--- src/rtl/uart_tx_buffered_if.sv ---
// uart_tx_buffered_if -- write/status bundle of the buffered UART transmitter.
//   tx_en     : one-cycle write strobe (master -> slave)
//   tx_data   : byte to send, valid with tx_en (master -> slave)
//   tx        : serial line, idle high (slave -> master)
//   busy      : frame on the line or FIFO non-empty (slave -> master)
//   full      : FIFO holds FIFO_DEPTH entries (slave -> master)
//   overflow  : one-cycle pulse when a write was dropped (slave -> master)
interface uart_tx_buffered_if #(
  parameter int DATA_BITS = 8
);
  logic                 tx_en;
  logic [DATA_BITS-1:0] tx_data;
  logic                 tx;
  logic                 busy;
  logic                 full;
  logic                 overflow;

  modport master (
    output tx_en, tx_data,
    input  tx, busy, full, overflow
  );

  modport slave (
    input  tx_en, tx_data,
    output tx, busy, full, overflow
  );
endinterface

--- src/rtl/uart_tx_buffered.sv ---
// uart_tx_buffered -- UART transmitter (8N1 style, DATA_BITS payload) with a
// small input FIFO. Writes are queued and sent in order, LSB first.
//   clk    : clock, rising edge
//   rst_n  : asynchronous active-low reset
//   bus    : uart_tx_buffered_if.slave (tx_en, tx_data in; tx, busy, full,
//            overflow out)
//
// state   | meaning
// --------+---------------------------------------------------------
// S_IDLE  | line high; pops FIFO head into shifter when non-empty
// S_START | start bit (low) for CLKS_PER_BIT cycles
// S_DATA  | DATA_BITS payload bits, LSB first, CLKS_PER_BIT each
// S_STOP  | stop bit (high) for CLKS_PER_BIT cycles
module uart_tx_buffered #(
  parameter int CLKS_PER_BIT = 434,
  parameter int DATA_BITS    = 8,
  parameter int FIFO_DEPTH   = 4
) (
  input  logic              clk,
  input  logic              rst_n,
  uart_tx_buffered_if.slave bus
);

  localparam int AW = $clog2(FIFO_DEPTH);
  localparam int CW = $clog2(CLKS_PER_BIT);
  localparam int IW = (DATA_BITS > 1) ? $clog2(DATA_BITS) : 1;

  localparam logic [CW-1:0] BIT_LAST = CW'(CLKS_PER_BIT - 1);
  localparam logic [IW-1:0] IDX_LAST = IW'(DATA_BITS - 1);
  localparam logic [AW:0]   CNT_FULL = (AW+1)'(FIFO_DEPTH);

  typedef enum logic [1:0] {
    S_IDLE  = 2'd0,
    S_START = 2'd1,
    S_DATA  = 2'd2,
    S_STOP  = 2'd3
  } state_t;

  state_t               r_state;
  logic [DATA_BITS-1:0] r_mem [FIFO_DEPTH];
  logic [AW-1:0]        r_wr_ptr;
  logic [AW-1:0]        r_rd_ptr;
  logic [AW:0]          r_count;
  logic                 r_full;
  logic                 r_busy;
  logic                 r_overflow;
  logic                 r_tx;
  logic [DATA_BITS-1:0] r_shift;
  logic [CW-1:0]        r_bit_cnt;
  logic [IW-1:0]        r_bit_idx;

  logic                 w_pop;
  logic                 w_push;
  logic                 w_drop;
  logic                 w_bit_end;
  logic                 w_idle_next;
  logic [AW:0]          w_count_next;
  logic [DATA_BITS-1:0] w_shift_nx;

  // A pop frees a slot in the same cycle, so a write while full is still
  // accepted when the FSM is taking the head.
  assign w_pop     = (r_state == S_IDLE) && (r_count != '0);
  assign w_push    = bus.tx_en && (!r_full || w_pop);
  assign w_drop    = bus.tx_en && r_full && !w_pop;
  assign w_bit_end = (r_bit_cnt == BIT_LAST);
  assign w_shift_nx = r_shift >> 1;

  // IDLE with a non-empty FIFO always leaves, so the FSM is idle next cycle
  // only when it stays idle with nothing to pop or finishes a stop bit.
  assign w_idle_next = ((r_state == S_IDLE) && !w_pop) ||
                       ((r_state == S_STOP) && w_bit_end);

  always_comb begin
    w_count_next = r_count;
    if (w_push && !w_pop) begin
      w_count_next = r_count + (AW+1)'(1);
    end else if (!w_push && w_pop) begin
      w_count_next = r_count - (AW+1)'(1);
    end
  end

  // Storage is not reset; occupancy is governed by the pointers and count.
  always_ff @(posedge clk) begin
    if (w_push) begin
      r_mem[r_wr_ptr] <= bus.tx_data;
    end
  end

  always_ff @(posedge clk or negedge rst_n) begin
    if (!rst_n) begin
      r_wr_ptr   <= '0;
      r_rd_ptr   <= '0;
      r_count    <= '0;
      r_full     <= 1'b0;
      r_busy     <= 1'b0;
      r_overflow <= 1'b0;
    end else begin
      if (w_push) begin
        r_wr_ptr <= r_wr_ptr + AW'(1);
      end
      if (w_pop) begin
        r_rd_ptr <= r_rd_ptr + AW'(1);
      end
      r_count    <= w_count_next;
      // Status flags are computed from next-state values so they change on
      // the same edge as the count and FSM, with no lag.
      r_full     <= (w_count_next == CNT_FULL);
      r_busy     <= !(w_idle_next && (w_count_next == '0));
      r_overflow <= w_drop;
    end
  end

  always_ff @(posedge clk or negedge rst_n) begin
    if (!rst_n) begin
      r_state   <= S_IDLE;
      r_tx      <= 1'b1;
      r_shift   <= '0;
      r_bit_cnt <= '0;
      r_bit_idx <= '0;
    end else begin
      case (r_state)
        S_IDLE: begin
          r_tx      <= 1'b1;
          r_bit_cnt <= '0;
          if (w_pop) begin
            r_shift <= r_mem[r_rd_ptr];
            r_tx    <= 1'b0;
            r_state <= S_START;
          end
        end

        S_START: begin
          if (w_bit_end) begin
            r_bit_cnt <= '0;
            r_bit_idx <= '0;
            r_tx      <= r_shift[0];
            r_state   <= S_DATA;
          end else begin
            r_bit_cnt <= r_bit_cnt + CW'(1);
          end
        end

        S_DATA: begin
          if (w_bit_end) begin
            r_bit_cnt <= '0;
            if (r_bit_idx == IDX_LAST) begin
              r_tx    <= 1'b1;
              r_state <= S_STOP;
            end else begin
              r_bit_idx <= r_bit_idx + IW'(1);
              r_shift   <= w_shift_nx;
              r_tx      <= w_shift_nx[0];
            end
          end else begin
            r_bit_cnt <= r_bit_cnt + CW'(1);
          end
        end

        S_STOP: begin
          if (w_bit_end) begin
            r_bit_cnt <= '0;
            r_state   <= S_IDLE;
          end else begin
            r_bit_cnt <= r_bit_cnt + CW'(1);
          end
        end

        default: begin
          r_tx      <= 1'b1;
          r_bit_cnt <= '0;
          r_state   <= S_IDLE;
        end
      endcase
    end
  end

  assign bus.tx       = r_tx;
  assign bus.busy     = r_busy;
  assign bus.full     = r_full;
  assign bus.overflow = r_overflow;

endmodule

--- src/flat_wrapper.sv ---
// flat-port wrapper written by rule: the top's interface ports become plain ports
module uart_tx_buffered_flat 
#(
  parameter int CLKS_PER_BIT = 434,
  parameter int DATA_BITS    = 8,
  parameter int FIFO_DEPTH   = 4
)
  (clk, rst_n, bus_tx_en, bus_tx_data, bus_tx, bus_busy, bus_full, bus_overflow);
  uart_tx_buffered_if #(.DATA_BITS(DATA_BITS)) bus_i ();
  input  logic clk;
  input  logic rst_n;
  input wire logic [$bits(bus_i.tx_en)-1:0] bus_tx_en;
  input wire logic [$bits(bus_i.tx_data)-1:0] bus_tx_data;
  output wire logic [$bits(bus_i.tx)-1:0] bus_tx;
  output wire logic [$bits(bus_i.busy)-1:0] bus_busy;
  output wire logic [$bits(bus_i.full)-1:0] bus_full;
  output wire logic [$bits(bus_i.overflow)-1:0] bus_overflow;
  assign bus_i.tx_en = bus_tx_en;
  assign bus_i.tx_data = bus_tx_data;
  assign bus_tx = bus_i.tx;
  assign bus_busy = bus_i.busy;
  assign bus_full = bus_i.full;
  assign bus_overflow = bus_i.overflow;
  uart_tx_buffered #(.CLKS_PER_BIT(CLKS_PER_BIT), .DATA_BITS(DATA_BITS), .FIFO_DEPTH(FIFO_DEPTH)) u_core (.clk(clk), .rst_n(rst_n), .bus(bus_i));
endmodule
--- config.mk ---
export PLATFORM = sky130hd
export DESIGN_NAME = uart_tx_buffered_flat
export DESIGN_NICKNAME = d
export VERILOG_FILES = /design/src/rtl/uart_tx_buffered_if.sv /design/src/rtl/uart_tx_buffered.sv /design/src/flat_wrapper.sv
export SDC_FILE = /design/constraint.sdc
export NUM_CORES = 1
export LEC_CHECK = 0
export BUFFER_PORTS_ARGS = -buffer_cell sky130_fd_sc_hd__buf_4
export CAP_MARGIN = 10
export CORE_MARGIN = 2
export CORE_UTILIZATION = 40
export CTS_CLUSTER_DIAMETER = 60
export DETAILED_ROUTE_END_ITERATION = 6
export SYNTH_ARGS = -nofsm -noshare
export SYNTH_HDL_FRONTEND = slang
export SYNTH_SLANG_ARGS = --single-unit
--- constraint.sdc ---
create_clock -name clk -period 2.11 [get_ports clk]
set_input_delay 0.422 -clock clk [delete_from_list [all_inputs] [get_ports clk]]
set_output_delay 0.422 -clock clk [all_outputs]
set_load 0.05 [all_outputs]
; After elaboration in Yosys (flattened, before gate mapping)
; Memory sizes are Yosys's and may differ from the RTL's.
; Cells that the tools add are included.
; W data, S select, Z words.
[classes]
add_sub_neg = 6
eq_ne = 12
n_mux = 25
n_reduce_logical = 26
[ops]
columns = op, count
row1 = $mux W8, 3
row2 = $pmux W9 S2, 1
row3 = $pmux W8 S2, 1
row4 = $mux W3, 5
row5 = $mux W2, 5
row6 = $ne A2 B1 Y1 const B, 5
row7 = $add A9 B1 Y9 const B, 1
row8 = $eq A9 B9 Y1 const B, 1
row9 = $logic_and A1 B1 Y1, 9
row10 = $mux W9, 1
row11 = $pmux W2 S4, 1
row12 = $reduce_and A4 Y1, 2
row13 = $add A3 B1 Y3 const B, 2
row14 = $eq A3 B3 Y1 const B, 2
row15 = $mux W1, 6
row16 = $pmux W3 S2, 1
row17 = $reduce_bool A3 Y1, 2
row18 = $reduce_and A5 Y1, 1
row19 = $add A2 B1 Y2 const B, 2
row20 = $eq A2 B2 Y1 const B, 2
row21 = $logic_not A1 Y1, 4
row22 = $reduce_bool A2 Y1, 2
row23 = $logic_not A3 Y1, 1
row24 = $pmux W1 S3, 1
row25 = 7 further kinds, 8
[word_totals]
ff_bits = 33
ram_bits = 32
in_bits = 11
output_inout_bits = 4
word_cells = 81
mem_count = 1
[memory_table]
columns = memory, depth, width, read_ports, rd_ports_with_merged_regs, wr, line_no
row1 = u_core.r_mem, 4, 8, 1, 0, 1, uart_tx_buffered.sv:40  ; logic [DATA_BITS-1:0] r_mem [FIFO_DEPTH];

; Logic depth before layout (Yosys ltp)
[logic_depth]
word_depth = 11
mapped_depth = 8

; Worst setup path after synthesis
; OpenSTA, ideal clock, no wires.
[synth_path]
path_kind = reg-to-reg
startpoint = register u_core.r_count[0]
endpoint = memory u_core.r_mem[0][0] (enable)
setup_ps = 332
arrival_ps = 1754
path_slack_ps = 25
path_stages_with_launch = 8
n_path_buf = 1
period_less_slack_ps = 2085
path_cell_list = dfrtp_1 inv_1 ha_1 ha_1 nand2b_1 buf_2 a21boi_1 and2_1
[synth_between]
elab_chain_cells = 6
[synth_rtl]
columns = item, line_no
row1 = "start, declared", uart_tx_buffered.sv:43  ; logic [AW:0] r_count;
row2 = "start signal, assigned", uart_tx_buffered.sv:104  ; r_count <= w_count_next;
row3 = $reduce_bool A3 Y1, uart_tx_buffered.sv:62  ; assign w_pop = (r_state == S_IDLE) && (r_count != '0);
row4 = $logic_and A1 B1 Y1, uart_tx_buffered.sv:62
row5 = $logic_or A1 B1 Y1, uart_tx_buffered.sv:63  ; assign w_push = bus.tx_en && (!r_full || w_pop);
row6 = $logic_and A1 B1 Y1, uart_tx_buffered.sv:63
row7 = $mux W1, uart_tx_buffered.sv:84  ; if (w_push) begin
row8 = $mux W1 (implied by the code), uart_tx_buffered.sv:85  ; r_mem[r_wr_ptr] <= bus.tx_data;
row9 = "end, declared", uart_tx_buffered.sv:40
; Every way passes these cells.

; Worst setup path in the final report
[layout_path]
startpoint = register u_core.r_count[0]
endpoint = memory u_core.r_mem[1][0] (enable)
; Same word-level chain as after synthesis.

==> metrics.yaml <==
yosysWarningCount: 0
htree_levels: 3
grt_pass1_vias: 1769
clock_sinks: 65
place_ws_ns: 0.1011
synth.avg_cell_area_um2: 14.09
drive_gt1_share_pct: 26.61
hold_class: "in2async"
post-place-cells: 331
ant_nets: 0
num-nets-final: 271
globalplace.congestion: 0.7380
crit_start: "u_core.r_count[0]"
ys_seq_area_share_pct: 58.76
instances_no_fill: 347
slowest_delay_ns: 0.40
diodes: 0
synth.cell_area_um2: 3043
setup_viol_count_final: 0
finalHoldViolations: 0
slew_violations: 0
max_freq_mhz: 513.5
cts_tree: "yes"
rrSetupSlack_ns: 0.16
status: "completed"
port_buffers: 14
chipWidth_um: 91.22
required_ns: 2.16
ir_drop_v: 0.0005537
rows: 31
drv_cap: 0
grt_first_pass_wirelength_um: 8280
worstRegToRegCells: 7
crit_path_end_kind: "flop"
cts_root_buf: "clkbuf_8"
antenna_found_initial: 0
use_met3_pct: 4.066
synth_seq_cells: 65
dpl.hpwl_um: 3320
min_period_ns: 1.947
routed_wl_um: 4804
power_density_nw_per_um2: 881.6
initial_core_util_pct: 41.73
crit_slowest_cell: "dfrtp_1"
grt_busiest_layer: "met2"
regToRegEndpoint: "u_core.r_mem[1][0]"
grtUsageMet2_pct: 20.19
wl_per_cell_um: 13.84
fillers: 655
insertion_delay_ns: 0.34
grt-ovfl-total: 0
area.growth.synth_to_final_pct: 15.50
crit_type: "reg2reg"
numCtsBuffers: 9
synth_nets: 244
cp_common_cell: "ha_1"
dpl_cell_area_um2: 3339
gr-usage-all-layers_pct: 12.95
vias_per_cell: 4.890
cts.path.max_buffers: 2
die_area_um2: 8321
drtIter0Drc: 71
worstMarginPinSlew_ns: 0.4687
hold_buffers: 0
die_h_um: 91.22
grt_start_max_net_pins: 34
r2r_start: "u_core.r_count[0]"
fin_area_um2: 3515
synth_cell_types: 43
first_pass_iters: 4
worst_slack_ns: 0.1626
whs_ns: 0.01813
skew_ns: 0.01010
rsz0062_at_grt: "false"
vias: 1697
fin_tns_setup_ns: 0
cp_max_fo: 8
crit_path_start_kind: "flop"
use_met1_pct: 16.46
core_area_um2: 7292
crit_arrival_ns: 2.00
drc: 0
path_clk_slew_ns: 0.07
relSlewSlack_pct: 68.47
cellLeakagePower_uw: 0.001462
syn_inst: 216
period_share_pct: 92.29
crit_chain: "inv_1 > ha_1 > ha_1 > nand2b_1 > a21boi_2 > and2_1 > buf_12"
io_pins: 15
==> power by group <==
group	internal (uW)	switching, uW
clock	423	485
sequential	1510	73.7
combinational	292	312
total	2230	870
==> timing repair <==
| item | 4_1_cts | 5_1_grt |
|---|---|---|
| setup buffers | 0 | 0 |
| endpoints found under the hold margin | 0 | 0 |
| gates resized for setup | 0 | 2 |
| setup endpoints to repair | 0 | 39 |
==> cells in the mapped netlist <==
cell / instances / area (um2)
o211ai_1: 1 / 7.510
a32o_1: 1 / 10.01
dfstp_2: 1 / 26.28
and3_1: 2 / 12.51
o221ai_1: 1 / 8.760
mux2i_1: 2 / 20.02
nand3_1: 4 / 20.02
nor2_1: 16 / 60.06
nor2b_1: 2 / 12.51
ha_1: 17 / 212.7
o31ai_1: 1 / 7.510
a22o_1: 2 / 17.52
mux4_2: 7 / 157.7
a41oi_1: 1 / 8.760
buf_6: 3 / 33.78
and4b_1: 1 / 10.01
xor2_1: 2 / 17.52
or3_1: 1 / 6.260
or2_1: 1 / 6.260
nand3b_1: 1 / 7.510
xnor2_1: 9 / 78.83
buf_2: 1 / 5.000
nand2_1: 9 / 33.78
or2_2: 2 / 12.51
mux2_4: 7 / 105.1
a211o_1: 1 / 8.760
o21ai_0: 7 / 35.03
a32oi_1: 1 / 8.760
nand4bb_1: 1 / 11.26
nor4_1: 1 / 6.260
nand2b_1: 5 / 31.28
dfrtp_1: 32 / 800.8
a21oi_1: 2 / 10.01
and2_1: 6 / 37.54
clkbuf_1: 3 / 11.26
a31oi_1: 1 / 6.260
nand4_1: 2 / 12.51
nor3_1: 1 / 5.000
edfxtp_1: 32 / 960.9
a21boi_1: 1 / 7.510
mux4_1: 1 / 26.28
mux2_2: 10 / 112.6
inv_1: 14 / 52.55
==> cells in the final DEF, fill, tap and decap left out, types with 4 or more instances in the layout <==
cell type	count
nor2_1	16
buf_12	4
inv_1	14
ha_1	17
nand3_1	4
nand2_1	9
nand2b_1	5
xnor2_1	9
and2_1	6
mux4_2	7
clkbuf_8	9
mux2_4	7
edfxtp_1	32
o21ai_0	7
dfrtp_1	32
buf_4	19
mux2_2	10
==> worst max-delay path by stage <==
stage | endpoint | slack, ns | cells past startpoint
finish | u_core.r_mem[1][0] | 0.16 | 7
global route | u_core.r_mem[0][0] | 0.06 | 7
CTS | u_core.r_mem[1][0] | 0.08 | 7
detailed placement | u_core.r_mem[1][3] | 0.10 | 7
global placement | u_core.r_shift[5] | 0.08 | 6
floorplan | u_core.r_mem[0][0] | 0.02 | 7
==> cell families (layout without fill, tap and decap cells) <==
group	count (synthesis)	after routing	synth area share, %
xor+xnor	11	11	3.166
simple gates	55	55	9.375
flops	65	65	58.76
buf+inv	21	53	3.371
mux	27	27	13.86
compound gates	20	20	4.483
fa+ha+maj	17	17	6.990
==> sequential cells by signal, summed over array words and instances, names as in the netlist, 2 cells and up <==
signal,count
u_core.r_bit_idx,3
u_core.r_shift,8
u_core.r_mem,32
u_core.r_count,3
u_core.r_rd_ptr,2
u_core.r_wr_ptr,2
u_core.r_bit_cnt,9
u_core.r_state,2
==> per-layer routing <==
metal / share of wire, % / vias up
met1: 46 / 836
met3: 3.3 / 9
li1: - / 831
met2: 49 / 21
met5: 0 / -
met4: 1.5 / 0
==> per-stage QoR <==
step,power [uW],utilization [%]
after floorplan,1967,-
after global placement,2214,45.80
after detailed placement,2227,45.80
after CTS,3143,48.11
after global routing,3279,48.20
final,3098,48.20
==> layout make-up <==
type	count	area (um2)	share of cell area (%)
clock inverter	7	45.04	1.282
timing repair buffer	23	222.7	6.337
tap	99	123.9	3.524
clock buffer	9	123.9	3.524
multi-input combinational	130	1159	32.97
sequential	65	1788	50.87
inverter	14	52.55	1.495
==> critical path, delay by kind of cell, from the launching register on <==
kind	cells	cell delay [ns]
AOI/OAI and AO/OA	1	0.22
DFF	1	0.40
buffers and inverters	2	0.23
adders and majority gates	2	0.41
and+or+nand+nor	2	0.39
(Power assumes the default switching activity.)
